--- src/rtl/sram_ctrl_pkg.sv ---
// Shared encodings and constants for the base-SRAM controller.
package sram_ctrl_pkg;

  typedef enum logic [1:0] {
    SRAM_IDLE   = 2'd0,
    SRAM_ACCESS = 2'd1,
    SRAM_WAIT   = 2'd2,
    SRAM_DONE   = 2'd3
  } sram_state_e;

  localparam int   SRAM_ADDR_W_DEF = 20;
  localparam int   WAIT_CNT_W      = 3;
  localparam logic ROM_OP_READ     = 1'b0;
  localparam logic ROM_OP_WRITE    = 1'b1;
  localparam logic ChipEnable      = 1'b1;
  localparam logic RstEnable       = 1'b1;

endpackage

--- src/rtl/sram_ctrl_if.sv ---
// Request/response bus between the PC/fetch stage (master) and sram_ctrl (slave).
interface sram_ctrl_if;

  logic [31:0] addr_i;
  logic        ce_i;
  logic        rom_op_i;
  logic [31:0] wr_data_i;
  logic [31:0] rdata_o;
  logic        rdata_valid_o;
  logic        stall_req_o;

  modport master (
    output addr_i, ce_i, rom_op_i, wr_data_i,
    input  rdata_o, rdata_valid_o, stall_req_o
  );

  modport slave (
    input  addr_i, ce_i, rom_op_i, wr_data_i,
    output rdata_o, rdata_valid_o, stall_req_o
  );

endinterface

--- src/rtl/sram_wait_cnt.sv ---
// Loadable down-counter with zero flag; stretches the strobed phase of an access.
module sram_wait_cnt
  import sram_ctrl_pkg::*;
(
  input  logic                  clk,
  input  logic                  rst,
  input  logic                  load_i,
  input  logic [WAIT_CNT_W-1:0] load_val_i,
  input  logic                  dec_i,
  output logic                  zero_o
);

  logic [WAIT_CNT_W-1:0] cnt_q;

  always_ff @(posedge clk) begin
    if (rst == RstEnable) begin
      cnt_q <= '0;
    end else if (load_i) begin
      cnt_q <= load_val_i;
    end else if (dec_i && (cnt_q != '0)) begin
      cnt_q <= cnt_q - 1'b1;
    end
  end

  assign zero_o = (cnt_q == '0);

endmodule

--- src/rtl/sram_ctrl.sv ---
// Multi-cycle base-SRAM read/write controller with stall request to CTRL.
// Optional wait states are built when SRAM_WAIT_EN is defined.
module sram_ctrl
  import sram_ctrl_pkg::*;
#(
  parameter int SRAM_ADDR_W = SRAM_ADDR_W_DEF,
  parameter int WAIT_CYCLES = 1
) (
  input  logic                   clk,
  input  logic                   rst,
  sram_ctrl_if.slave             req,
  output logic [SRAM_ADDR_W-1:0] sram_addr_o,
  output logic [31:0]            sram_wdata_o,
  input  logic [31:0]            sram_rdata_i,
  output logic                   sram_data_oe_o,
  output logic                   sram_ce_n_o,
  output logic                   sram_oe_n_o,
  output logic                   sram_we_n_o,
  output logic [3:0]             sram_be_n_o
);

  sram_state_e            state_q;
  logic                   is_write_q;
  logic [SRAM_ADDR_W-1:0] addr_q;
  logic [31:0]            wdata_q;
  logic [31:0]            rdata_q;
  logic                   rdata_valid_q;
  logic                   ce_n_q, oe_n_q, we_n_q, data_oe_q;
  logic                   op_write;
  logic                   strobe_end;
  logic                   unused_addr_bits;

  assign op_write = (req.rom_op_i == ROM_OP_WRITE);
  // Byte-offset bits and bits beyond the SRAM size are dropped: addresses wrap.
  assign unused_addr_bits = ^{req.addr_i[31:SRAM_ADDR_W+2], req.addr_i[1:0]};

`ifdef SRAM_WAIT_EN
  logic wait_zero;

  sram_wait_cnt u_wait_cnt (
    .clk        (clk),
    .rst        (rst),
    .load_i     (state_q == SRAM_ACCESS),
    .load_val_i (WAIT_CNT_W'(WAIT_CYCLES - 1)),
    .dec_i      (state_q == SRAM_WAIT),
    .zero_o     (wait_zero)
  );

  assign strobe_end = (state_q == SRAM_WAIT) && wait_zero;
`else
  logic [WAIT_CNT_W-1:0] unused_wait_cfg;

  assign unused_wait_cfg = WAIT_CNT_W'(WAIT_CYCLES);
  assign strobe_end      = (state_q == SRAM_ACCESS);
`endif

  always_ff @(posedge clk) begin
    if (rst == RstEnable) begin
      state_q       <= SRAM_IDLE;
      is_write_q    <= 1'b0;
      addr_q        <= '0;
      wdata_q       <= '0;
      rdata_q       <= '0;
      rdata_valid_q <= 1'b0;
      ce_n_q        <= 1'b1;
      oe_n_q        <= 1'b1;
      we_n_q        <= 1'b1;
      data_oe_q     <= 1'b0;
    end else begin
      rdata_valid_q <= 1'b0;
      case (state_q)
        SRAM_IDLE: begin
          if (req.ce_i == ChipEnable) begin
            addr_q     <= req.addr_i[SRAM_ADDR_W+1:2];
            wdata_q    <= req.wr_data_i;
            is_write_q <= op_write;
            ce_n_q     <= 1'b0;
            oe_n_q     <= op_write;
            we_n_q     <= !op_write;
            data_oe_q  <= op_write;
            state_q    <= SRAM_ACCESS;
          end
        end
        SRAM_ACCESS, SRAM_WAIT: begin
          if (strobe_end) begin
            // Release OE/WE but keep CE, address and data for hold time.
            oe_n_q  <= 1'b1;
            we_n_q  <= 1'b1;
            state_q <= SRAM_DONE;
            if (!is_write_q) begin
              rdata_q       <= sram_rdata_i;
              rdata_valid_q <= 1'b1;
            end
          end else if (state_q == SRAM_ACCESS) begin
            state_q <= SRAM_WAIT;
          end
        end
        SRAM_DONE: begin
          ce_n_q    <= 1'b1;
          data_oe_q <= 1'b0;
          state_q   <= SRAM_IDLE;
        end
        default: state_q <= SRAM_IDLE;
      endcase
    end
  end

  assign req.stall_req_o   = (rst != RstEnable) &&
                             (((state_q == SRAM_IDLE) && (req.ce_i == ChipEnable)) ||
                              (state_q == SRAM_ACCESS) || (state_q == SRAM_WAIT));
  assign req.rdata_o       = rdata_q;
  assign req.rdata_valid_o = rdata_valid_q;
  assign sram_addr_o       = addr_q;
  assign sram_wdata_o      = wdata_q;
  assign sram_ce_n_o       = ce_n_q;
  assign sram_oe_n_o       = oe_n_q;
  assign sram_we_n_o       = we_n_q;
  assign sram_data_oe_o    = data_oe_q;
  assign sram_be_n_o       = {4{ce_n_q}};

endmodule

--- src/flat_wrapper.sv ---
// flat-port wrapper written by rule: the top's interface ports become plain ports
module sram_ctrl_flat import sram_ctrl_pkg::*;
#(
  parameter int SRAM_ADDR_W = SRAM_ADDR_W_DEF,
  parameter int WAIT_CYCLES = 1
)
  (clk, rst, sram_addr_o, sram_wdata_o, sram_rdata_i, sram_data_oe_o, sram_ce_n_o, sram_oe_n_o, sram_we_n_o, sram_be_n_o, req_addr_i, req_ce_i, req_rom_op_i, req_wr_data_i, req_rdata_o, req_rdata_valid_o, req_stall_req_o);
  sram_ctrl_if req_i ();
  input  logic clk;
  input  logic rst;
  output logic [SRAM_ADDR_W-1:0] sram_addr_o;
  output logic [31:0] sram_wdata_o;
  input  logic [31:0] sram_rdata_i;
  output logic sram_data_oe_o;
  output logic sram_ce_n_o;
  output logic sram_oe_n_o;
  output logic sram_we_n_o;
  output logic [3:0] sram_be_n_o;
  input wire logic [$bits(req_i.addr_i)-1:0] req_addr_i;
  input wire logic [$bits(req_i.ce_i)-1:0] req_ce_i;
  input wire logic [$bits(req_i.rom_op_i)-1:0] req_rom_op_i;
  input wire logic [$bits(req_i.wr_data_i)-1:0] req_wr_data_i;
  output wire logic [$bits(req_i.rdata_o)-1:0] req_rdata_o;
  output wire logic [$bits(req_i.rdata_valid_o)-1:0] req_rdata_valid_o;
  output wire logic [$bits(req_i.stall_req_o)-1:0] req_stall_req_o;
  assign req_i.addr_i = req_addr_i;
  assign req_i.ce_i = req_ce_i;
  assign req_i.rom_op_i = req_rom_op_i;
  assign req_i.wr_data_i = req_wr_data_i;
  assign req_rdata_o = req_i.rdata_o;
  assign req_rdata_valid_o = req_i.rdata_valid_o;
  assign req_stall_req_o = req_i.stall_req_o;
  sram_ctrl #(.SRAM_ADDR_W(SRAM_ADDR_W), .WAIT_CYCLES(WAIT_CYCLES)) u_core (.clk(clk), .rst(rst), .req(req_i), .sram_addr_o(sram_addr_o), .sram_wdata_o(sram_wdata_o), .sram_rdata_i(sram_rdata_i), .sram_data_oe_o(sram_data_oe_o), .sram_ce_n_o(sram_ce_n_o), .sram_oe_n_o(sram_oe_n_o), .sram_we_n_o(sram_we_n_o), .sram_be_n_o(sram_be_n_o));
endmodule
--- config.mk ---
export PLATFORM = sky130hd
export DESIGN_NAME = sram_ctrl_flat
export DESIGN_NICKNAME = d
export VERILOG_FILES = /design/src/rtl/sram_ctrl_pkg.sv /design/src/rtl/sram_ctrl_if.sv /design/src/rtl/sram_wait_cnt.sv /design/src/rtl/sram_ctrl.sv /design/src/flat_wrapper.sv
export SDC_FILE = /design/constraint.sdc
export NUM_CORES = 1
export LEC_CHECK = 0
export ABC_AREA = 0
export CORE_ASPECT_RATIO = 0.9
export CORE_MARGIN = 4
export CORE_UTILIZATION = 42
export DETAILED_ROUTE_END_ITERATION = 10
export PLACE_DENSITY = 0.91
export SYNTH_ARGS = -nofsm -noshare
export SYNTH_HDL_FRONTEND = slang
export SYNTH_SLANG_ARGS = --single-unit
--- constraint.sdc ---
create_clock -name clk -period 2.7 [get_ports clk]
set_input_delay 0.27 -clock clk [delete_from_list [all_inputs] [get_ports clk]]
set_output_delay 0.27 -clock clk [all_outputs]
set_load 0.02 [all_outputs]
==> results of run 1 <==
-- sequential cells by signal (all words and copies together), names as in the netlist --
signal	cells
u_core.req.rdata_o	32
u_core.sram_wdata_o	32
u_core.sram_addr_o	20
u_core.state_q	2
u_core.is_write_q	1
u_core.req.rdata_valid_o	1
u_core.sram_ce_n_o	1
u_core.sram_data_oe_o	1
u_core.sram_oe_n_o	1
u_core.sram_we_n_o	1
-- worst paths after layout --
kind              depth (start not counted)                       to  slack, ps
hold / removal                            2  u_core.sram_wdata_o[26]        370
setup / recovery                          5          req_stall_req_o        430
hold reg to reg                           2   u_core.sram_addr_o[13]        460
setup reg to reg                          5  u_core.sram_wdata_o[18]        850
-- logic make-up (layout without fill, tap and decap cells) --
family          after synthesis  count (layout)  share of synthesized area [%]
simple gates                186             186                          21.58
compound gates               99              99                          15.94
flops                        92              92                          52.25
buf+inv                      37             205                          7.739
fa+ha+maj                     7               7                          2.485
-- layout by cell type (no fill, tap or decap), drive strengths merged, types with 3 or more instances in the layout --
| master | instances |
|---|---|
| a21oi | 93 |
| buf | 5 |
| clkbuf | 11 |
| clkdlybuf4s50 | 180 |
| clkinv | 3 |
| dfxtp | 92 |
| ha | 7 |
| inv | 4 |
| nand2 | 170 |
| nor2 | 3 |
| o21ai | 4 |
-- per-layer routing --
layer / up-vias / part of all wire, % / track usage [%]
li1: 1674 / - / -
met5: - / 0 / 0
met3: 18 / 6.1 / 5.468
met4: 0 / 1.9 / 6.645
met1: 1569 / 40 / 23.06
met2: 117 / 52 / 36.24
-- per-stage QoR --
step	cell area, µm²	hold slack [ps]	power, µW	cells	setup slack [ps]
floorplan	3525	396.9	2628	421	1091
CTS	5411	362.9	4040	688	398.9
global placement	5233	441.4	3144	672	795.8
detailed placement	5233	445.9	3199	672	770.6
global route	5411	366.9	4243	688	278.8
finish	5411	367.5	3989	688	425.3
-- synth_stat cells --
cell type  number  area (µm²)
nand2_1       160       600.6
dfxtp_1        92        1842
a21oi_1        77       385.4
a21oi_2        16       140.1
nand2_2        10       62.56
buf_2           9       45.04
clkbuf_1        8       30.03
ha_1            7       87.58
buf_4           5       37.54
buf_8           4       60.06
inv_1           4       15.01
o21ai_0         4       20.02
buf_6           3       33.78
nor2_1          3       11.26
buf_12          2       40.04
nand3_1         2       10.01
nand3b_1        2       15.01
nor3_1          2       10.01
a311oi_1        1       8.760
and2_4          1       8.760
and3b_1         1       8.760
buf_1           1       3.750
clkbuf_4        1       7.510
nand2b_1        1       6.260
nor2b_1         1       6.260
nor3b_1         1       7.510
o31ai_1         1       7.510
or2_2           1       6.260
or2b_1          1       7.510
-- power breakdown --
part	internal, µW	switching (µW)
Sequential	1560	115
Clock	362	471
Combinational	655	829
Total	2570	1410
-- cell type report --
cell class / instances / area share (%)
multi-input combinational: 292 / 26.10
inverter: 4 / 0.2775
tap: 99 / 2.289
sequential: 92 / 34.03
clock inverter: 5 / 0.6936
timing repair buffer: 185 / 33.99
clock buffer: 11 / 2.613
==> out/metrics.yaml, run 1 <==
layout:
  nets: 691
  area_growth_pct: 53.53
  seqCellArea_mm2: 0.001842
  n_antenna_cell: 0
  fillCellCount: 691
  final_core_util_pct: 66.75
  multi_input_area_mm2: 0.001413
  drive_above_1_share_pct: 8.319
setup_path:
  critPathLaunchType: "flip-flop"
  crit_path_start: "u_core.state_q[0]"
  critPathTopFamily: "buffers and inverters"
  path_cells: "inv_1, ha_1, nand2_2, a21oi_1, clkdlybuf4s50_1"
  slowest_stage: "clkdlybuf4s50_1"
  cp_max_fo: 8
  critical-path-max-stage-delay_ps: 620
  criticalPathCategory: "flip-flop to output pin"
  crit_buf_inv: 2
  r2r-start: "u_core.state_q[0]"
  end_kind: "output pin"
  worstPathRequired_ps: 2430
  critical_path_arrival_ps: 2000
die:
  die_x_um: 104.6
  io_pins: 194
  num_rows: 31
  die_h_um: 94.91
  die_area_mm2: 0.009924
  core_mm2: 0.008107
  initial_core_util_pct: 43.48
yosys:
  synth_cells: 421
  avgSynthCellArea_um2: 8.372
  synth_area_mm2: 0.003525
  yosys_warnings: 0
  syn-num-nets: 528
  ys_seq_area_share_pct: 52.25
  ys_ff_latch: 92
  ys_types: 29
hold_path:
  hold_path.startpoint: "rst"
  worstHoldPathType: "primary input to flip-flop"
clock_network:
  cts-root-buf: "clkbuf_8"
  cts_resized: 0
  clockBufferDepth: 2
  cts_tree: "done"
  cts_inserted_buffers: 9
  cts_setup_buffers: 0
  clkTransAtPathRegs_ps: 90
  cts-hold-fix-buffers: 0
  cts_num_sinks: 92
  insertion_delay_ps: 340
  h-tree-depth: 3
job:
  maxCapViolCount: 0
timing:
  finalHoldViolCount: 0
  slew_violations: 0
  fin_crit_ps: 2275
  relSlewSlack_pct: 58.14
  max_freq_mhz: 439.6
  tns_ps: 0
  clock_skew_ps: 11.37
  period_share_pct: 84.25
  finalSetupViolations: 0
  grt_setup_unrepaired: "no"
  tightest_slew_ps: 628.0
route:
  first_pass_iters: 4
  ant_nets: 0
  drt-wirelength-per-cell_um: 14.63
  viasPerCell: 4.910
  dr.first_iter.drc_count: 87
  finalWirelength_mm: 10.07
  vias: 3378
  drc_errors: 0
placement:
  globalplace.congestion: 0.8161
  port_buffers: 181
  dp_hpwl_mm: 7.324
grt:
  grt_max_degree: 56
  grt_usage_pct: 20.04
  antenna_found_initial: 0
  grt_pass1_vias: 3203
  grt_first_pass_wirelength_mm: 16.08
  grt.overflow.total: 0
pwr:
  powerDensity_mw_per_mm2: 737.1
  power_leakage_uw: 0.001932
  ir_drop_v: 0.0006092
status:
  status: "complete, no violations"
Note: power is estimated with default switching activity, not from simulation.
==> run 2: changes to the inputs <==
--- a/config.mk
+++ b/config.mk
@@ -8,9 +8,9 @@
 export ABC_AREA = 0
 export CORE_ASPECT_RATIO = 0.9
 export CORE_MARGIN = 4
-export CORE_UTILIZATION = 42
+export CORE_UTILIZATION = 39
 export DETAILED_ROUTE_END_ITERATION = 10
-export PLACE_DENSITY = 0.91
+export PLACE_DENSITY = 0.86
 export SYNTH_ARGS = -nofsm -noshare
 export SYNTH_HDL_FRONTEND = slang
 export SYNTH_SLANG_ARGS = --single-unit
==> constraint.sdc (replaced) <==
create_clock -name clk -period 2.2 [get_ports clk]
set_input_delay 0.22 -clock clk [delete_from_list [all_inputs] [get_ports clk]]
set_output_delay 0.22 -clock clk [all_outputs]
set_load 0.02 [all_outputs]
==> out/metrics.yaml, run 2 (synthesized netlist as in run 1, its figures left out) <==
status:
  status: "complete, no violations"  # unchanged
pwr:
  ir_drop_v: 0.0006010  # was 0.0006092 V
  power_leakage_uw: 0.001965  # was 0.001932 µW
  powerDensity_mw_per_mm2: 918.3  # was 737.1 mW/mm²
clock_network:
  clockBufferDepth: 2  # unchanged
  h-tree-depth: 3  # unchanged
  cts_inserted_buffers: 9  # unchanged
  insertion_delay_ps: 340  # about the same
  cts-root-buf: "clkbuf_8"  # unchanged
  cts_setup_buffers: 0  # unchanged
  cts_num_sinks: 92  # unchanged
  cts_tree: "done"  # unchanged
  clkTransAtPathRegs_ps: 90  # about the same
  cts-hold-fix-buffers: 0  # unchanged
timing:
  grt_setup_unrepaired: "no"  # unchanged
  finalSetupViolations: 0  # unchanged
  tightest_slew_ps: 1053  # was 628.0 ps
  holdWs_ps: 415.9  # was 367.5 ps
  slew_violations: 0  # unchanged
  finalHoldViolCount: 0  # unchanged
  fin_crit_ps: 1907
  setup_ws_ps: 293.3  # was 425.3 ps
  clock_skew_ps: 12.28  # was 11.37 ps
  relSlewSlack_pct: 29.79  # was 58.14%
  max_freq_mhz: 524.5
  tns_ps: 0  # unchanged
  period_share_pct: 86.67
die:
  die_area_mm2: 0.01062  # was 0.009924 mm²
  io_pins: 194  # unchanged
  die_x_um: 108.2  # was 104.6 µm
  core_mm2: 0.008688  # was 0.008107 mm²
  initial_core_util_pct: 40.57  # was 43.48%
  die_h_um: 98.19  # was 94.91 µm
  num_rows: 32  # was 31
setup_path:
  critical-path-max-stage-delay_ps: 450  # was 620 ps
  worstPathRequired_ps: 1980  # was 2430 ps
  critical_path_arrival_ps: 1690  # was 2000 ps
  r2r-start: "u_core.state_q[0]"  # unchanged
  critPathLaunchType: "flip-flop"  # unchanged
  slowest_stage: "dfxtp_1"  # was clkdlybuf4s50_1
  path_cells: "inv_1, ha_1, nor2_1, a21oi_1, dlygate4sd2_1"  # was inv_1, ha_1, nand2_2, a21oi_1, clkdlybuf4s50_1
  end_kind: "output pin"  # unchanged
  criticalPathCategory: "flip-flop to output pin"  # unchanged
  reg2reg_depth: 6  # was 5
  crit_path_start: "u_core.state_q[1]"  # was u_core.state_q[0]
  cp_max_fo: 6  # was 8
placement:
  globalplace.congestion: 0.8019  # was 0.8161
  port_buffers: 181  # unchanged
  dp_hpwl_mm: 7.152  # was 7.324 mm
  dp_worst_setup_slack_ps: 342.0  # was 770.6 ps
route:
  ant_nets: 0  # unchanged
  drt-wirelength-per-cell_um: 13.81  # was 14.63 µm
  vias: 3312  # was 3378
  first_pass_iters: 4  # unchanged
  dr.first_iter.drc_count: 112  # was 87
  viasPerCell: 4.665  # was 4.910
  drc_errors: 0  # unchanged
  finalWirelength_mm: 9.806  # was 10.07 mm
grt:
  grt_first_pass_wirelength_mm: 15.77  # was 16.08 mm
  grt.met1_usage_pct: 21.10  # was 23.06%
  met2_usage_pct: 32.41  # was 36.24%
  antenna_found_initial: 0  # unchanged
  grtUsageMet3_pct: 5.023  # was 5.468%
  grt_usage_pct: 18.23  # was 20.04%
  grt_pass1_vias: 3278  # was 3203
  busiest_layer: "met2"  # unchanged
  grt.overflow.total: 0  # unchanged
  grt_max_degree: 91  # was 56
layout:
  area_growth_pct: 55.52  # was 53.53%
  final_core_util_pct: 63.09  # was 66.75%
  final_cell_mix: "clkdlybuf4s50_1 (179), nand2_1 (159), dfxtp_1 (92), a21oi_1 (77), a21oi_2 (16)"  # was clkdlybuf4s50_1 (180), nand2_1 (159), dfxtp_1 (92), a21oi_1 (77), a21oi_2 (16)
  layout_commonest_cell: "clkdlybuf4s50_1"  # unchanged
  drive_above_1_share_pct: 8.968  # was 8.319%
  nets: 693  # was 691
  n_antenna_cell: 0  # unchanged
job:
  maxCapViolCount: 0  # unchanged
hold_path:
  hold_path.startpoint: "sram_rdata_i[20]"  # was rst
  worstHoldPathType: "primary input to flip-flop"  # unchanged
  worstHoldPathCells: 3  # was 2
run 2: layer usage:
layer	routed length, µm	up-vias
met3	661	14
met4	150	0
met1	4070	1505
met2	4923	112
met5	0	-
li1	-	1681
run 2: stage by stage:
step | power [µW] | area [µm²] | std cells
3_3_place_gp | 3884 | 5273 | 694
4_1_cts | 5107 | 5482 | 710
6_report | 5034 | 5482 | 710
2_1_floorplan | 3225 | 3525 | 421
3_5_place_dp | 3943 | 5273 | 694
5_1_grt | 5346 | 5482 | 710
run 2: where the power goes:
group / internal (µW) / switching (µW)
clock: 567 / 581
combinational: 819 / 1020
sequential: 1910 / 138
total: 3300 / 1740
run 2: critical path, delay by kind of cell, from the launching register on:
family / cells / cell delay [ps]
compound gates: 1 / 90
fa+ha+maj: 1 / 220
simple gates: 1 / 150
buf+inv: 2 / 440
flops: 1 / 450
run 2: final cells by class:
| type | instances | area [µm²] |
|---|---|---|
| fillers | 724 | 3207 |
| repair buffers | 187 | 1853 |
| flip-flops and latches | 92 | 1842 |
| multi-input cells | 292 | 1415 |
| well taps | 119 | 148.9 |
| clock buffers | 10 | 137.6 |
| clock inverters | 6 | 70.07 |
| inverters | 4 | 15.01 |
run 2: repair_timing:
action	in CTS	in global routing
gates resized for setup	2	0
setup endpoints to repair	1	0
hold endpoints to repair	0	0
run 2: path summary, 6_finish.rpt:
check                           endpoint  slack (ps)
setup / recovery         req_stall_req_o         290
hold / removal    u_core.req.rdata_o[20]         420
setup reg to reg  u_core.sram_wdata_o[0]         410
hold reg to reg    u_core.sram_addr_o[7]         460
==> run 3: changes to the inputs <==
--- a/config.mk
+++ b/config.mk
@@ -7,9 +7,10 @@
 export LEC_CHECK = 0
 export ABC_AREA = 0
 export CORE_ASPECT_RATIO = 0.9
-export CORE_MARGIN = 4
+export CORE_MARGIN = 3
 export CORE_UTILIZATION = 39
 export DETAILED_ROUTE_END_ITERATION = 10
+export HOLD_SLACK_MARGIN = 0.02
 export PLACE_DENSITY = 0.86
 export SYNTH_ARGS = -nofsm -noshare
 export SYNTH_HDL_FRONTEND = slang
==> out/metrics.yaml, run 3 (synthesized netlist as in run 1, its figures left out) <==
hold_path:
  worstHoldPathCells: 3  # unchanged
  hold_path.startpoint: "sram_rdata_i[7]"  # was sram_rdata_i[20]
  worstHoldPathType: "primary input to flip-flop"  # unchanged
pwr:
  powerDensity_mw_per_mm2: 934.2  # was 918.3 mW/mm²
  ir_drop_v: 0.0005505  # was 0.0006010 V
  power_leakage_uw: 0.001974  # was 0.001965 µW
clock_network:
  h-tree-depth: 3  # unchanged
  clkTransAtPathRegs_ps: 90  # about the same
  cts_inserted_buffers: 9  # unchanged
  clockBufferDepth: 2  # unchanged
  insertion_delay_ps: 350  # was 340 ps
  cts-root-buf: "clkbuf_8"  # unchanged
  cts_tree: "done"  # unchanged
  cts_setup_buffers: 0  # unchanged
  cts_num_sinks: 92  # unchanged
timing:
  grt_setup_unrepaired: "no"  # unchanged
  fin_crit_ps: 1920  # was 1907 ps
  tightest_slew_ps: 984.7  # was 1053 ps
  period_share_pct: 87.28  # was 86.67%
  slew_violations: 0  # unchanged
  holdWs_ps: 412.5  # was 415.9 ps
  finalHoldViolCount: 0  # unchanged
  relSlewSlack_pct: 34.35  # was 29.79%
  clock_skew_ps: 15.31  # was 12.28 ps
  finalSetupViolations: 0  # unchanged
  setup_ws_ps: 279.9  # was 293.3 ps
  max_freq_mhz: 520.8  # was 524.5 MHz
  tns_ps: 0  # unchanged
placement:
  place_inst: 695  # was 694
  dp_worst_setup_slack_ps: 331.9  # was 342.0 ps
  port_buffers: 181  # unchanged
  dp_hpwl_mm: 7.222  # was 7.152 mm
  globalplace.congestion: 0.8617  # was 0.8019
grt:
  grt_first_pass_wirelength_mm: 15.79  # was 15.77 mm
  grt.overflow.total: 0  # unchanged
  grt_max_degree: 91  # unchanged
  grt_usage_pct: 19.36  # was 18.23%
  antenna_found_initial: 0  # unchanged
  grt_pass1_vias: 3261  # was 3278
layout:
  layout_commonest_cell: "clkdlybuf4s50_1"  # unchanged
  fillCellCount: 761  # was 724
  nets: 694  # was 693
  drive_above_1_share_pct: 8.953  # was 8.968%
  layout.cells.non_filler: 711  # was 710
  n_antenna_cell: 0  # unchanged
  final_cell_mix: "clkdlybuf4s50_1 (179), nand2_1 (159), dfxtp_1 (92), a21oi_1 (77), a21oi_2 (16)"  # unchanged
  area_growth_pct: 56.48  # was 55.52%
  final_core_util_pct: 63.48  # was 63.09%
die:
  num_rows: 32  # unchanged
  io_pins: 194  # unchanged
  die_h_um: 96.19  # was 98.19 µm
  die_x_um: 106.2  # was 108.2 µm
  die_area_mm2: 0.01022  # was 0.01062 mm²
  initial_core_util_pct: 40.57  # unchanged
  core_mm2: 0.008688  # unchanged
setup_path:
  critical-path-max-stage-delay_ps: 380  # was 450 ps
  reg2reg_depth: 6  # unchanged
  critical_path_arrival_ps: 1700  # was 1690 ps
  crit_path_start: "u_core.state_q[1]"  # unchanged
  r2r-start: "u_core.state_q[0]"  # unchanged
  critPathLaunchType: "flip-flop"  # unchanged
  worstPathRequired_ps: 1980  # about the same
  criticalPathCategory: "flip-flop to output pin"  # unchanged
  slowest_stage: "dfxtp_1"  # unchanged
  cp_max_fo: 8  # was 6
  end_kind: "output pin"  # unchanged
  rrSetupSlack_ps: 410  # about the same
  path_cells: "inv_1, ha_2, nand2_2, a21oi_1, dlygate4sd2_1"  # was inv_1, ha_1, nor2_1, a21oi_1, dlygate4sd2_1
route:
  top_layer: "met4"  # unchanged
  finalWirelength_mm: 9.925  # was 9.806 mm
  drc_errors: 0  # unchanged
  drt-wirelength-per-cell_um: 13.96  # was 13.81 µm
  ant_nets: 0  # unchanged
  viasPerCell: 4.740  # was 4.665
  dr_wl_met2_mm: 5.108  # was 4.923 mm
  dr.first_iter.drc_count: 152  # was 112
  route.met3.wl_um: 578  # was 661 µm
  wl_met1_mm: 4.044  # was 4.070 mm
  vias: 3370  # was 3312
  first_pass_iters: 5  # was 4
job:
  maxCapViolCount: 0  # unchanged
status:
  status: "complete, no violations"  # unchanged
==> run 3: cell count changes in the layout (fill, tap and decap cells not counted), sizes merged <==
cell      before  now
bufinv         1    2
clkinvlp       0    1
buf            7    8
clkinv         3    1
==> run 3: layout make-up <==
| type | count | area (µm²) | area share [%] |
|---|---|---|---|
| repair buffers | 188 | 1873 | 33.96 |
| flip-flops and latches | 92 | 1842 | 33.39 |
| multi-input cells | 292 | 1415 | 25.66 |
| well taps | 119 | 148.9 | 2.700 |
| clock buffers | 10 | 127.6 | 2.314 |
| clock inverters | 6 | 93.84 | 1.701 |
| inverters | 4 | 15.01 | 0.2722 |
==> run 3: timing repair <==
item | in CTS | in global routing
hold buffers | 0 | 0
setup endpoints to repair | 1 | 0
resized for setup | 2 | 0
==> run 3: final timing paths <==
path | endpoint
worst max-delay path | req_stall_req_o
worst min register to register | u_core.sram_wdata_o[3]
worst min-delay path | u_core.req.rdata_o[7]
worst max register to register | u_core.sram_addr_o[3]
==> run 3: critical path, delay by kind of cell, from the launching register on <==
family | cells | cell delay (ps)
compound gates | 1 | 130
fa+ha+maj | 1 | 280
buf+inv | 2 | 480
flops | 1 | 380
simple gates | 1 | 80
==> run 3: per-stage QoR <==
step | total power, µW | cell area (µm²)
2_1_floorplan | 3225 | 3525
3_3_place_gp | 3901 | 5293
3_5_place_dp | 3967 | 5293
4_1_cts | 5229 | 5515
5_1_grt | 5461 | 5515
6_report | 5152 | 5515
==> run 3: power breakdown <==
group	leakage [µW]	switching (µW)	internal, µW	total [µW]
clock	0.000107	587	651	1240
sequential	0.000751	140	1910	2050
combinational	0.00112	1030	837	1860
==> run 3: per-layer routing <==
| metal | vias up | GRT usage, % |
|---|---|---|
| met5 | - | 0 |
| met4 | 0 | 7.443 |
| met3 | 16 | 5.298 |
| met2 | 111 | 34.81 |
| met1 | 1560 | 22.05 |
| li1 | 1683 | - |
